===== config.mk =====
export PLATFORM = sky130hd
export DESIGN_NAME = conv_core
export DESIGN_NICKNAME = d
export VERILOG_FILES = /design/src/rtl/conv_pkg.sv /design/src/rtl/conv_mac.sv /design/src/rtl/conv_core.sv
export SDC_FILE = /design/constraint.sdc
export NUM_CORES = 1
export LEC_CHECK = 0
export ABC_AREA = 1
export BUFFER_PORTS_ARGS = -buffer_cell sky130_fd_sc_hd__buf_2
export CAP_MARGIN = 40
export CORE_UTILIZATION = 39
export CTS_BUF_LIST = sky130_fd_sc_hd__clkbuf_4 sky130_fd_sc_hd__clkbuf_8
export DETAILED_ROUTE_END_ITERATION = 8
export GPL_TIMING_DRIVEN = 1
export PLACE_DENSITY_LB_ADDON = 0.2
export RECOVER_POWER = 25
export SYNTH_ARGS = -nofsm -noshare
export SYNTH_HDL_FRONTEND = slang
export SYNTH_SLANG_ARGS = --single-unit

===== constraint.sdc =====
create_clock -name clk -period 5.8 [get_ports clk]
set_input_delay 0.29 -clock clk [delete_from_list [all_inputs] [get_ports clk]]
set_output_delay 0.29 -clock clk [all_outputs]
set_load 0.01 [all_outputs]

===== src/rtl/conv_pkg.sv =====
// Shared types and constants for the convolution engine: FSM states,
// operand dimensions, write-target codes and kernel tap decoding.
package conv_pkg;

    typedef enum logic [1:0] {
        ST_IDLE = 2'd0,
        ST_C9   = 2'd1,
        ST_C4   = 2'd2,
        ST_DONE = 2'd3
    } state_t;

    localparam int IMG_N   = 4;
    localparam int K9_N    = 3;
    localparam int K4_N    = 2;
    localparam int N_OUT   = 4;
    localparam int IMG_PIX = IMG_N * IMG_N;
    localparam int K9_TAPS = K9_N * K9_N;
    localparam int K4_TAPS = K4_N * K4_N;

    localparam logic [1:0] SEL_IMG = 2'd0;
    localparam logic [1:0] SEL_K9  = 2'd1;
    localparam logic [1:0] SEL_K4  = 2'd2;

    typedef struct packed {
        logic [1:0] kr;
        logic [1:0] kc;
    } tap_rc_t;

    // Row/column of a 3x3 kernel tap (t/3, t%3) without a divider.
    function automatic tap_rc_t k9_tap_rc(input logic [3:0] t);
        tap_rc_t rc;
        if (t >= 4'd6) begin
            rc.kr = 2'd2;
            rc.kc = 2'(t - 4'd6);
        end else if (t >= 4'd3) begin
            rc.kr = 2'd1;
            rc.kc = 2'(t - 4'd3);
        end else begin
            rc.kr = 2'd0;
            rc.kc = t[1:0];
        end
        return rc;
    endfunction

endpackage


===== src/rtl/conv_mac.sv =====
// Multiply-accumulate slice: combinational product and running sum, with the
// accumulator cleared after the last tap and the result saturated to OW bits.
module conv_mac
    import conv_pkg::*;
#(
    parameter int DW   = 4,
    parameter int OW   = 8,
    parameter int ACCW = 12   // must be at least 2*DW+4 so nine taps never wrap
) (
    input  logic          clk,
    input  logic          reset,
    input  logic          clr,
    input  logic          en,
    input  logic          last,
    input  logic [DW-1:0] pix,
    input  logic [DW-1:0] wgt,
    output logic [OW-1:0] result
);

    localparam logic [ACCW-1:0] SAT_MAX = ACCW'((1 << OW) - 1);

    logic [2*DW-1:0] prod;
    logic [ACCW-1:0] acc;
    logic [ACCW-1:0] sum;

    assign prod   = {{DW{1'b0}}, pix} * {{DW{1'b0}}, wgt};
    assign sum    = acc + ACCW'(prod);
    assign result = (sum > SAT_MAX) ? {OW{1'b1}} : sum[OW-1:0];

    // NOTE: state registers use non-blocking assignments so every flop samples
    // the pre-edge values; blocking here would create order-dependent races.
    always_ff @(posedge clk) begin
        if (reset || clr) begin
            acc <= '0;
        end else if (en) begin
            acc <= last ? '0 : sum;
        end
    end

endmodule


===== src/rtl/conv_core.sv =====
// Sequential convolution engine: 3x3/stride-1 and 2x2/stride-2 passes over a
// 4x4 image, one MAC per cycle, eight saturated results held for the display.
module conv_core
    import conv_pkg::*;
#(
    parameter int DW   = 4,
    parameter int OW   = 8,
    parameter int ACCW = 12
) (
    input  logic          clk,
    input  logic          reset,
    input  logic          wr_en,
    input  logic [1:0]    wr_sel,
    input  logic [3:0]    wr_addr,
    input  logic [DW-1:0] wr_data,
    input  logic          start,
    output logic          busy,
    output logic          done,
    output logic [OW-1:0] c9_11,
    output logic [OW-1:0] c9_12,
    output logic [OW-1:0] c9_21,
    output logic [OW-1:0] c9_22,
    output logic [OW-1:0] c4_11,
    output logic [OW-1:0] c4_12,
    output logic [OW-1:0] c4_21,
    output logic [OW-1:0] c4_22
);

    state_t state_q, state_d;

    logic [DW-1:0] img [0:IMG_PIX-1];
    logic [DW-1:0] k9  [0:K9_TAPS-1];
    logic [DW-1:0] k4  [0:K4_TAPS-1];
    logic [OW-1:0] c9_q [0:N_OUT-1];
    logic [OW-1:0] c4_q [0:N_OUT-1];

    logic [1:0]    out_idx;
    logic [3:0]    tap;
    logic          last_tap, last_out, mac_en, mac_clr;
    logic [1:0]    row, col;
    logic [DW-1:0] pix, wgt;
    logic [OW-1:0] mac_result;
    tap_rc_t       rc9;

    // NOTE: the operand memories carry a reset because a cleared image and
    // kernels are part of the defined post-reset state, not just the control.
    always_ff @(posedge clk) begin
        if (reset) begin
            for (int i = 0; i < IMG_PIX; i++) img[i] <= '0;
            for (int i = 0; i < K9_TAPS; i++) k9[i]  <= '0;
            for (int i = 0; i < K4_TAPS; i++) k4[i]  <= '0;
        end else if (wr_en && state_q == ST_IDLE) begin
            unique case (wr_sel)
                SEL_IMG: img[wr_addr] <= wr_data;
                SEL_K9:  if (wr_addr < 4'(K9_TAPS)) k9[wr_addr] <= wr_data;
                SEL_K4:  if (wr_addr < 4'(K4_TAPS)) k4[wr_addr[1:0]] <= wr_data;
                default: ;
            endcase
        end
    end

    assign mac_en   = (state_q == ST_C9) || (state_q == ST_C4);
    assign mac_clr  = (state_q == ST_IDLE) && start;
    assign last_tap = ((state_q == ST_C9) && (tap == 4'(K9_TAPS - 1))) ||
                      ((state_q == ST_C4) && (tap == 4'(K4_TAPS - 1)));
    assign last_out = (out_idx == 2'(N_OUT - 1));

    // Image coordinate = output origin + kernel offset; stride 2 doubles the origin.
    always_comb begin
        rc9 = k9_tap_rc(tap);
        row = '0;
        col = '0;
        wgt = '0;
        if (state_q == ST_C4) begin
            row = {out_idx[1], tap[1]};
            col = {out_idx[0], tap[0]};
            wgt = k4[tap[1:0]];
        end else begin
            row = {1'b0, out_idx[1]} + rc9.kr;
            col = {1'b0, out_idx[0]} + rc9.kc;
            wgt = k9[tap];
        end
        pix = img[{row, col}];
    end

    conv_mac #(
        .DW   (DW),
        .OW   (OW),
        .ACCW (ACCW)
    ) u_mac (
        .clk    (clk),
        .reset  (reset),
        .clr    (mac_clr),
        .en     (mac_en),
        .last   (last_tap),
        .pix    (pix),
        .wgt    (wgt),
        .result (mac_result)
    );

    always_ff @(posedge clk) begin
        if (reset) state_q <= ST_IDLE;
        else       state_q <= state_d;
    end

    // NOTE: every combinational output gets a default first so no path
    // through the case leaves it unassigned and infers a latch.
    always_comb begin
        state_d = state_q;
        unique case (state_q)
            ST_IDLE: if (start) state_d = ST_C9;
            ST_C9:   if (last_tap && last_out) state_d = ST_C4;
            ST_C4:   if (last_tap && last_out) state_d = ST_DONE;
            ST_DONE: state_d = ST_IDLE;
            default: state_d = ST_IDLE;
        endcase
    end

    always_ff @(posedge clk) begin
        if (reset) begin
            out_idx <= '0;
            tap     <= '0;
            for (int i = 0; i < N_OUT; i++) begin
                c9_q[i] <= '0;
                c4_q[i] <= '0;
            end
        end else if (mac_clr) begin
            out_idx <= '0;
            tap     <= '0;
        end else if (mac_en) begin
            if (last_tap) begin
                tap     <= '0;
                out_idx <= out_idx + 2'd1;
                if (state_q == ST_C9) c9_q[out_idx] <= mac_result;
                else                  c4_q[out_idx] <= mac_result;
            end else begin
                tap <= tap + 4'd1;
            end
        end
    end

    assign busy  = (state_q != ST_IDLE);
    assign done  = (state_q == ST_DONE);

    assign c9_11 = c9_q[0];
    assign c9_12 = c9_q[1];
    assign c9_21 = c9_q[2];
    assign c9_22 = c9_q[3];
    assign c4_11 = c4_q[0];
    assign c4_12 = c4_q[1];
    assign c4_21 = c4_q[2];
    assign c4_22 = c4_q[3];

endmodule

Word level (Yosys, flattened, before mapping)
Memories as Yosys holds them, arrays and structs flattened. A register that Yosys moved wholly into a read port is not among the register bits. Index checks and enable logic that the tools add are counted.

Flip-flop bits (word level): 20. RAM bits: 180. Input bits: 14. Output and inout port bits: 66. Word-level logic and storage cells: 111. Memories: 5.

Memory list: img (depth 16, bits a word 4, rd ports 1, clocked after Yosys merged registers in 0, wr ports 16, RTL line conv_core.sv:31) `logic [DW-1:0] img [0:IMG_PIX-1];`; k9 (depth 9, bits a word 4, rd ports 1, clocked after Yosys merged registers in 1, wr ports 9, RTL line conv_core.sv:32) `logic [DW-1:0] k9 [0:K9_TAPS-1];`; c4_q (depth 4, bits a word 8, rd ports 4, clocked after Yosys merged registers in 0, wr ports 4, RTL line conv_core.sv:35) `logic [OW-1:0] c4_q [0:N_OUT-1];`; c9_q (depth 4, bits a word 8, rd ports 4, clocked after Yosys merged registers in 0, wr ports 4, RTL line conv_core.sv:34) `logic [OW-1:0] c9_q [0:N_OUT-1];`; k4 (depth 4, bits a word 4, rd ports 1, clocked after Yosys merged registers in 1, wr ports 4, RTL line conv_core.sv:33) `logic [DW-1:0] k4 [0:K4_TAPS-1];`.

Add/sub/neg operators: 7. Multiply operators: 1. Magnitude comparators: 5. Equal/unequal tests: 11. Multiplexer cells: 59. Reductions and logical operators: 19.

Operators with widths (count): 4-bit 2-to-1 mux (10); 1-bit 2-to-1 mux (33); 8-bit 2-to-1 mux (3); 2-bit 2-to-1 mux (10); 8-bit OR reduction (2); 12-bit by 8-bit adder with 12-bit output (1); 12-bit by 8-bit > comparator with 1-bit output, second input constant (1); 12-bit 2-to-1 mux (1); 4-bit OR reduction (3); 2-bit equality test, second input constant (4); 4-bit by 4-bit multiplier with 8-bit output (1); 2-bit one-hot mux with 4 select lines (1); 1-bit logical AND (5); 1-bit by 2-bit adder with 2-bit output (2); 4-bit by 1-bit adder with 4-bit output, second input constant (1); 2-bit by 1-bit equality test with 1-bit output, second input constant (2); 4-bit by 2-bit equality test with 1-bit output, second input constant (1); 4-bit equality test, second input constant (1); 4-bit by 2-bit greater-or-equal comparator with 1-bit output, second input constant (1); 4-bit by 3-bit greater-or-equal comparator with 1-bit output, second input constant (1); 2-bit zero test (2); 4-bit by 3-bit less-than comparator with 1-bit output, second input constant (1); 4-bit less-than comparator, second input constant (1); 2-bit by 1-bit != test with 1-bit output, second input constant (2); other kinds (9) (12).

Logic depth before layout (Yosys ltp)
An unclocked memory read counts as a cell.

Depth after elaboration: 11. Depth in mapped cells: 35. Depth with buffers taken out: 34.

By module
From an unflattened synthesis, not the netlist that was laid out.

Cells, all modules: 1162. Area, all modules: 11288.3 um2.

Modules (own cells, without submodules): conv_core (instances 1, cells an instance 937, area an instance 9805.7 um2); conv_mac (instances 1, cells an instance 225, area an instance 1482.7 um2).

Worst setup path before layout
No wires, ideal clock.

Path kind: reg-to-reg. Start point: reg tap[0]. End point: mem c4_q[0][0], data pin. Library setup time: 0.251 ns. Arrival: 5.423 ns. Path slack: 0.126 ns. Cell stages (with the launch flop): 34. Path through: dfxtp_1 -> inv_1 -> ha_1 -> inv_1 -> nand2_1 -> nand2_1 -> and2_1 -> xor2_1 -> ha_1 -> nand2_1 -> o21ai_4 -> buf_2 -> nand2_1 -> o21ai_0 -> inv_1 -> nand3_1 -> nand3_1 -> nand2_1 -> nand2_1 -> nand3_1 -> fa_1 -> fa_1 -> fa_1 -> inv_1 -> ha_1 -> a21oi_2 -> nand2_1 -> nand4_1 -> nand2_1 -> xor2_1 -> nor2_2 -> nand4_2 -> nand2_1 -> inv_1.

RTL lines: from (decl) (RTL line conv_core.sv:38) `logic [3:0] tap;`; from (signal assigned) (RTL line conv_core.sv:137) `tap <= tap + 4'd1;`; to (decl) (RTL line conv_core.sv:35).

==> impl_metrics.toml <==
[route]
ant_nets = 0
via_per_inst = 4.76
wl_um = 27300
drtIter0Drc = 577
vias = 8433
wl_per_cell_um = 15.4
wl_met1_um = 12600
dr.pass1.iters = 5
drc_errors = 0
met2_length_um = 12600
wl_met3_um = 1490
highest_layer = "met4"

[place]
place_congestion = 0.802
placedInstanceArea_mm2 = 0.0127
io_buffers = 79
placed_cells = 1679
dp_hpwl_um = 19100

[cts]
clock_sinks = 232
ctsLongestPathBuffers = 3
cts_root_buffer = "clkbuf_8"
hold_buffers = 0
clkTransAtPathRegs_ps = 60
clk_latency_ps = 530
numCtsBuffers = 41
cts_tree = "built"
htree_num_levels = 2

[die]
ioPinCount = 80
dieArea_mm2 = 0.0303
die_h_um = 174
rows = 62
die_w_um = 174
core_area_mm2 = 0.0289
start_util = 0.400

[logic_synthesis]
synth_edf_count = 208
ys_warn_count = 0
yosysMostFrequentCell = "nand2_1"
ys_types = 52
synth_top_area_share = 0.542
netlist_area_mm2 = 0.0115
synth.largest_area_cell = "edfxtp_1"
ys_dominant_reg_cell = "edfxtp_1"
synth_seq_cells = 232
synth_common_cells = "257 x nand2_1, 208 x edfxtp_1, 177 x inv_1"
synthTopCellsByArea = "edfxtp_1 54%, nand2_1 8.4%, inv_1 5.8%"
synth_cells = 1181
ys_seq_area_frac = 0.583
syn_area_per_cell_um2 = 9.76
ys_async_sr_fraction = 0

[final_layout]
instances_no_fill = 1771
postLayoutCellArea_mm2 = 0.0140
num-nets-final = 1411
drive_gt1_frac = 0.186
insertedDiodeCount = 0
syn2layout_area_growth_pct = 21.1
fillers = 2789

[global_routing]
grt_use_total = 0.179
grt_pass1_wl_um = 42900
grt_max_degree = 40
antenna_found_initial = 0
grt_pass1_vias = 8181
grt_overflow = 0

[critical_path]
cp.arrival_ps = 5990
path_class = "reg2reg"
worstPathMaxFanout = 8
slowest_stage = "fa_1"
crit_required_ps = 6080
setup.worst_path.end_class = "flop"
cpPeakStageDelay_ps = 520
startpoint_type = "flop"

[sta]
finalHoldViolCount = 0
final.min_clock_period_ps = 5700
finClkSkew_ps = 14.7
worstMarginPinSlew_ps = 805
setup_violations = 0
finalCritPeriodShare = 0.984
fmax_mhz = 175
rsz0062_at_grt = "yes"
maxSlewHeadroom = 0.458
slew_violations = 0

[hold_path]
min_path_type = "in2reg"

[power_and_ir_drop]
power.ir.vdd_worst_mv = 0.374
power_density_mw_per_mm2 = 481
leakagePower_nw = 6.20

[flow_run]
cap_violations = 0

[status]
outcome = "finished clean"
-- kinds of logic (layout without fill, tap and decap cells) --
group	after synthesis	count (layout)	share of synthesized area
AO/OA/AOI/OAI	123	123	0.0635
XOR/XNOR	12	13	0.0114
adder cells (fa/ha/maj)	38	38	0.0471
buffers and inverters	224	402	0.0751
flip-flops	232	232	0.583
multiplexers	21	21	0.0193
other	1	28	0.000325
AND/OR/NAND/NOR	530	530	0.200
-- sequential cells by signal, indices dropped and copies added (netlist names), named ones only --
signal / count
k4: 16
img: 64
state_q: 2
u_mac.acc: 12
c9_q: 32
out_idx: 2
c4_q: 32
tap: 4
k9: 64
-- layer usage --
metal | vias up | GRT usage
met5 | - | 0
met4 | 0 | 0.0585
met3 | 44 | 0.0317
met2 | 224 | 0.287
met1 | 3949 | 0.246
li1 | 4216 | -
-- metrics by stage --
step	total power [mW]	setup WS, ps	setup TNS (ps)	utilization	hold WS, ps
after CTS	6.42	19.4	0	0.473	28.1
after detailed placement	4.71	-325	-17630	0.440	460
after global routing	7.14	-243	-12390	0.484	140
after floorplan	3.80	126	0	-	368
final	6.71	95.4	0	0.484	154
after global placement	4.68	-194	-9190	0.440	455
-- what timing repair did --
item / 4_1_cts / 5_1_grt
cloned: 1 / 5
pin swaps: 1 / 31
setup buffers: 5 / 10
gates resized for setup: 18 / 81
setup endpoints to repair: 64 / 69
-- power by group --
part,internal (mW),switching [mW]
clock,0.798,0.640
combinational,1.36,1.96
sequential,1.91,0.0461
-- cell type report --
| cell class | count | area (um2) | area share |
|---|---|---|---|
| Tap cell | 384 | 480 | 0.0344 |
| Timing Repair Buffer | 143 | 897 | 0.0643 |
| Sequential cell | 232 | 6740 | 0.483 |
| Clock inverter | 10 | 50.0 | 0.00359 |
| Multi-Input combinational cell | 753 | 4360 | 0.312 |
| Inverter | 188 | 708 | 0.0507 |
| Clock buffer | 61 | 727 | 0.0521 |
-- critical path: cells and delay by family, from the launching register on --
family / cells / cell delay [ps]
adder cells (fa/ha/maj): 6 / 2090
flip-flops: 1 / 370
AO/OA/AOI/OAI: 2 / 320
buffers and inverters: 7 / 660
XOR/XNOR: 2 / 320
AND/OR/NAND/NOR: 17 / 1670
-- path summary, 6_finish.rpt --
| path | from | end | slack (ps) | cells after the start |
|---|---|---|---|---|
| worst max-delay path | tap[0] | c4_q[0][4] | 100 | 34 |
| worst min-delay path | wr_data[2] | k9[12][2] | 150 | 1 |
| worst max register to register | tap[0] | c4_q[0][4] | 100 | 34 |
| worst min register to register | u_mac.acc[7] | u_mac.acc[7] | 470 | 2 |
-- placed cells by master (no fill, tap or decap), types with 9 or more instances in the layout --
master / n
clkbuf_4: 18
clkinv_1: 9
clkbuf_1: 70
nor2_1: 170
buf_2: 10
clkbuf_8: 43
nand3_1: 48
dfxtp_1: 21
a21oi_1: 32
nand2_2: 27
nand2_1: 231
buf_4: 50
conb_1: 28
nand3_2: 16
o21ai_0: 49
inv_2: 17
o22ai_1: 10
ha_1: 24
edfxtp_1: 208
inv_1: 165
(Power assumes the default switching activity.)
